[src/rtl/inv_shift_rows.sv]
// rtl/inv_shift_rows.sv - streaming AES InvShiftRows stage with output FIFO (optional SHIFT_ROWS_DIR_SEL_EN adds forward/inverse select)
module inv_shift_rows #(
    parameter int word_size  = 8,
    parameter int array_size = 16,
    parameter int depth      = 2
) (
    input  logic                                clk,
    input  logic                                rst,
`ifdef SHIFT_ROWS_DIR_SEL_EN
    input  logic                                inv,
`endif
    input  logic                                in_valid,
    output logic                                in_ready,
    input  logic [0:word_size*array_size-1]     Data,
    output logic                                out_valid,
    input  logic                                out_ready,
    output logic [0:word_size*array_size-1]     Shifted_Data,
    output logic                                done,
    output logic [$clog2(depth+1)-1:0]          count
);

    localparam int DW = word_size * array_size;
    localparam int PW = (depth > 1) ? $clog2(depth) : 1;
    localparam int CW = $clog2(depth + 1);

    // Byte permutation of the 4x4 column-major state. inverse=1 rotates each
    // row r right by r positions, inverse=0 rotates it left (forward ShiftRows).
    function automatic logic [0:DW-1] shift_rows(input logic [0:DW-1] d, input logic inverse);
        logic [0:DW-1] o;
        int src_c;
        o = '0;
        for (int c = 0; c < 4; c++) begin
            for (int r = 0; r < 4; r++) begin
                src_c = inverse ? ((c - r + 4) % 4) : ((c + r) % 4);
                o[(4*c+r)*word_size +: word_size] = d[(4*src_c+r)*word_size +: word_size];
            end
        end
        return o;
    endfunction

    function automatic logic [PW-1:0] ptr_next(input logic [PW-1:0] p);
        return (p == PW'(depth - 1)) ? '0 : p + 1'b1;
    endfunction

    logic [0:DW-1] mem [depth];
    logic [PW-1:0] wr_ptr;
    logic [PW-1:0] rd_ptr;
    logic          mode;
    logic          push;
    logic          pop;
    logic [0:DW-1] xformed;

`ifdef SHIFT_ROWS_DIR_SEL_EN
    assign mode = inv;
`else
    assign mode = 1'b1;
`endif

    // Transform on the way in so each entry already carries its own direction;
    // a later mode change cannot touch blocks that are queued.
    assign xformed      = shift_rows(Data, mode);

    assign in_ready     = !rst && (count < CW'(depth));
    assign out_valid    = (count != '0);
    assign push         = in_valid && in_ready;
    assign pop          = out_valid && out_ready;
    assign Shifted_Data = mem[rd_ptr];

    // FIFO storage, pointers, occupancy and the registered done pulse.
    always_ff @(posedge clk) begin
        if (rst) begin
            wr_ptr <= '0;
            rd_ptr <= '0;
            count  <= '0;
            done   <= 1'b0;
            for (int i = 0; i < depth; i++) begin
                mem[i] <= '0;
            end
        end else begin
            if (push) begin
                mem[wr_ptr] <= xformed;
                wr_ptr      <= ptr_next(wr_ptr);
            end
            if (pop) begin
                rd_ptr <= ptr_next(rd_ptr);
            end
            case ({push, pop})
                2'b10:   count <= count + 1'b1;
                2'b01:   count <= count - 1'b1;
                default: count <= count;
            endcase
            done <= pop;
        end
    end

endmodule

[config.mk]
export PLATFORM = sky130hd
export DESIGN_NAME = inv_shift_rows
export DESIGN_NICKNAME = d
export VERILOG_FILES = /design/src/rtl/inv_shift_rows.sv
export SDC_FILE = /design/constraint.sdc
export NUM_CORES = 1
export LEC_CHECK = 0
export BUFFER_PORTS_ARGS = -buffer_cell sky130_fd_sc_hd__buf_2
export CORE_MARGIN = 2
export CORE_UTILIZATION = 49
export CTS_CLUSTER_SIZE = 28
export DETAILED_ROUTE_END_ITERATION = 7
export PLACE_DENSITY = 0.77
export SLEW_MARGIN = 40
export SYNTH_ARGS = -nofsm -noshare
export SYNTH_HDL_FRONTEND = slang
export SYNTH_SLANG_ARGS = --single-unit
[constraint.sdc]
create_clock -name clk -period 4.95 [get_ports clk]
set_clock_uncertainty 0.05 [all_clocks]
set_input_delay 0.99 -clock clk [delete_from_list [all_inputs] [get_ports clk]]
set_output_delay 0.99 -clock clk [all_outputs]
set_load 0.02 [all_outputs]
## After elaboration in Yosys (flattened, before gate mapping)

Memories as Yosys holds them, arrays and structs flattened. A register that Yosys moved wholly into a read port is not among the register bits.
Cells that the tools add are included.

| storage, ports and cells | value |
|---|---|
| register bits after elaboration | 5 |
| bits in writable memories | 256 |
| input port bits | 132 |
| output and inout port bits | 133 |
| logic and storage cells | 32 |
| memories kept | 1 |

| cells by class | value |
|---|---|
| $add $sub $neg | 4 |
| order comparisons | 1 |
| equal/unequal tests | 2 |
| muxes and demuxes | 13 |
| reduce and logical (&&, ||, !) cells | 7 |

Memory list:

| memory | words | width | read ports | clocked after Yosys merged registers in | wr ports | line | text |
|---|---|---|---|---|---|---|---|
| mem | 2 | 128 | 1 | 1 | 2 | 45 | `logic [0:DW-1] mem [depth];` |

Operators with widths:

| kind | number |
|---|---|
| $mux W128 | 1 |
| $reduce_or A128 Y1 | 1 |
| $mux W1 | 11 |
| $pmux W2 S2 | 1 |
| $reduce_bool A2 Y1 | 2 |
| $logic_and A1 B1 Y1 | 3 |
| $add A1 B1 Y1 const B | 2 |
| $add A2 B1 Y2 const B | 1 |
| $eq A2 B1 Y1 const B | 1 |
| $eq A2 B2 Y1 const B | 1 |
| $lt A2 B2 Y1 const B | 1 |
| $sub A2 B1 Y2 const B | 1 |
| $logic_not A1 Y1 | 1 |

## Logic depth before layout (Yosys ltp)

| logic depth | value |
|---|---|
| depth in word-level cells | 8 |
| gate-level depth with buffers | 7 |
| gate-level depth less buffers | 6 |

## Worst setup path after synthesis

Ideal clock, no wire load.

| timing | value |
|---|---|
| kind | input -> register |
| start | in rst |
| end | mem mem[0][0] in the netlist's numbering (enable) |
| setup time | 0.510 ns |
| data arrival time | 4.268 ns |
| required time | 4.390 ns |
| slack | 0.123 ns |
| stages on the path | 2 |
| path buffers | 1 |
| path through | buf_4 > nand2b_1 |

RTL lines:

| what | line | text |
|---|---|---|
| from (decl) | 8 | `input logic rst,` |
| to (decl) | 45 |  |

==> out/metrics.yaml <==
synth_largest_area_cell: "edfxtp_1"
max_stage_delay_ns: 0.72
firstDrtPassIters: 4
seqPwrFrac_pct: 44.3
die_w_um: 156
antenna_found_initial: 4
slowest_stage: "dfxtp_4"
fin_crit_ns: 3.32
worst_pin_slew_ns: 0.761
crit_path_end_kind: "output pin"
pwr-share-clk_pct: 28.0
nNetsFinal: 1110
ir_drop_mv: 0.382
postSynthNetCount: 875
clk_pin_slew_worst_paths_ns: 0.06
fill_cells: 1745
clock_latency_ns: 0.51
ant_nets: 0
syn_area_um2: 11400
drc_errors: 0
grt_use_total_pct: 18.7
status: "completed"
cp_max_fo: 39
ys_ff_latch: 262
cp.required_ns: 3.91
arrival_ns: 2.28
grt_pass1_vias: 6993
p_int_mw: 4.55
powerDensity_nw_per_um2: 479
slew-limit-headroom_pct: 49.3
synth_cell_types: 24
maxSlewViolCount: 0
reg2reg_depth: 4
gp_congestion: 0.748
hold_violations: 0
coreArea_um2: 22700
synth_seq_area_share_pct: 68.6
grt_setup_unrepaired: "no"
r2r_start: "count[1]"
drt-initial-drc-count: 359
vias: 6977
hold_path_end: "rd_ptr"
critPathKind: "register to output pin"
period_share_pct: 67.1
worst_setup_path_start_kind: "register"
syn_to_final_growth_pct: 20.3
viasPerCell: 5.43
dieArea_um2: 24500
cts_root_buffer: "clkbuf_16"
crit_path_cell_trace: "buf_4, mux2_2, buf_2"
r2r-end: "mem[1][107]"
post_cts_buffers: 0
post_cts_resized: 0
cts_max_level: 1
num_io_pins: 265
num_rows: 55
p_sw_mw: 2.01
grt_pass1_wl_mm: 36.1
cts_sinks: 262
switching_share_pct: 30.6
numPortBuffers: 264
numCtsBuffers: 27
maxCapViolCount: 0
gr-total-overflow: 0
layout-drive-gt1-share_pct: 44.9
cts_tree: "built"
avgSynthCellArea_um2: 15.3
setup_viol: 0
max_freq_mhz: 301
yosysTopAreaCellShare_pct: 67.5
multi_input_area_um2: 3210
clk_path_buf_depth: 3
layout_commonest_cell: "buf_2"
synth_cells: 742
p_comb_share_pct: 27.8
tns_ns: 0
die_h_um: 156
place_hpwl_mm: 14.0
start_util_pct: 50.1
wl_per_cell_um: 18.5
hold_class: "register to register"
grt_max_degree: 129
drt_wl_total_mm: 23.7
p_total_mw: 6.56
worstHoldStart: "rd_ptr"
power.leakage_nw: 6.53
register_area_um2: 7810
hold_depth: 2
synth_area_leaders: "edfxtp_1 (68%), and3_1 (14%), mux2_2 (13%)"
yosys_warnings: 0
layout_common_cells: "buf_2 (264), and3_1 (256), edfxtp_1 (256)"
cts_hold_buf: 0
r2r_slack_ns: 2.72
-- Yosys cell counts --
| cell type | count |
|---|---|
| inv_2 | 1 |
| a21o_1 | 1 |
| nor2b_2 | 1 |
| and3_1 | 256 |
| a21oi_1 | 2 |
| o21ai_0 | 2 |
| ha_1 | 1 |
| nor2_4 | 1 |
| xnor2_1 | 1 |
| nor2_1 | 6 |
| nand2_1 | 2 |
| nand2b_1 | 1 |
| dfxtp_1 | 6 |
| or3_1 | 1 |
| buf_2 | 52 |
| or2_2 | 1 |
| xor2_1 | 2 |
| edfxtp_1 | 256 |
| mux2_2 | 128 |
| buf_4 | 15 |
| clkbuf_1 | 3 |
| o21ai_1 | 1 |
| inv_1 | 1 |
| clkbuf_2 | 1 |
-- cell type report --
cell class	count	share of cell area [%]
multi-input combinational	407	23.4
antenna	3	0.0548
inverter	2	0.0548
clock inverter	8	0.292
tap	285	2.60
timing repair buffer	277	11.0
sequential	262	57.0
clock buffer	40	5.58
-- state kept, by name, indices dropped and copies added (netlist names), named ones only --
name	cells
count	2
done	1
mem	256
rd_ptr	1
wr_ptr	1
-- power groups by stage --
stage / combinational, mW / sequential [mW] / clock [mW]
5_1_grt: 1.95 / 2.93 / 1.96
3_5_place_dp: 1.83 / 2.95 / 0
4_1_cts: 1.84 / 2.91 / 1.87
3_3_place_gp: 1.81 / 2.93 / 0
6_report: 1.82 / 2.90 / 1.83
2_1_floorplan: 1.31 / 2.92 / 0
-- metrics by stage --
step / cell area (um^2) / hold WS [ns] / util, % / setup slack [ns] / std cells
CTS: 13700 / 0.462 / 60.2 / 1.57 / 1280
global route: 13700 / 0.474 / 60.3 / 1.49 / 1283
finish: 13700 / 0.454 / 60.3 / 1.63 / 1284
detailed placement: 12900 / 0.446 / 56.6 / 2.13 / 1232
floorplan: 11400 / 0.412 / - / 0.123 / 742
global placement: 12800 / 0.444 / 56.5 / 2.10 / 1230
-- worst max-delay path, delay by kind of cell (launching register included) --
| family | cells | cell delay (ns) |
|---|---|---|
| flip-flops | 1 | 0.72 |
| buffers and inverters | 2 | 0.63 |
| multiplexers | 1 | 0.39 |
-- per-layer routing --
metal	vias to the layer above	global-route usage, %	wire [um]
met4	2	5.99	551
met5	-	0	7
met2	203	32.8	11900
met1	3424	22.7	9640
met3	39	4.90	1610
li1	3309	-	-
-- logic make-up after synthesis --
logic type	share of synthesized area (%)
AND/OR/NAND/NOR	14.7
flip-flops	68.6
multiplexers	12.7
buffers and inverters	3.48
AO/OA/AOI/OAI	0.286
XOR/XNOR	0.231
adder cells (fa/ha/maj)	0.110
-- worst max-delay path by stage --
| stage | start | end | slack (ns) | depth (start not counted) |
|---|---|---|---|---|
| after floorplan | rst | mem[0][0] | 0.12 | 2 |
| after global placement | rst | mem[1][37] | 2.10 | 3 |
| after detailed placement | rst | mem[0][19] | 2.13 | 3 |
| after CTS | register | Shifted_Data[24] | 1.57 | 3 |
| after global routing | register | Shifted_Data[20] | 1.49 | 3 |
| final | register | Shifted_Data[26] | 1.63 | 3 |
(Power assumes the default switching activity.)
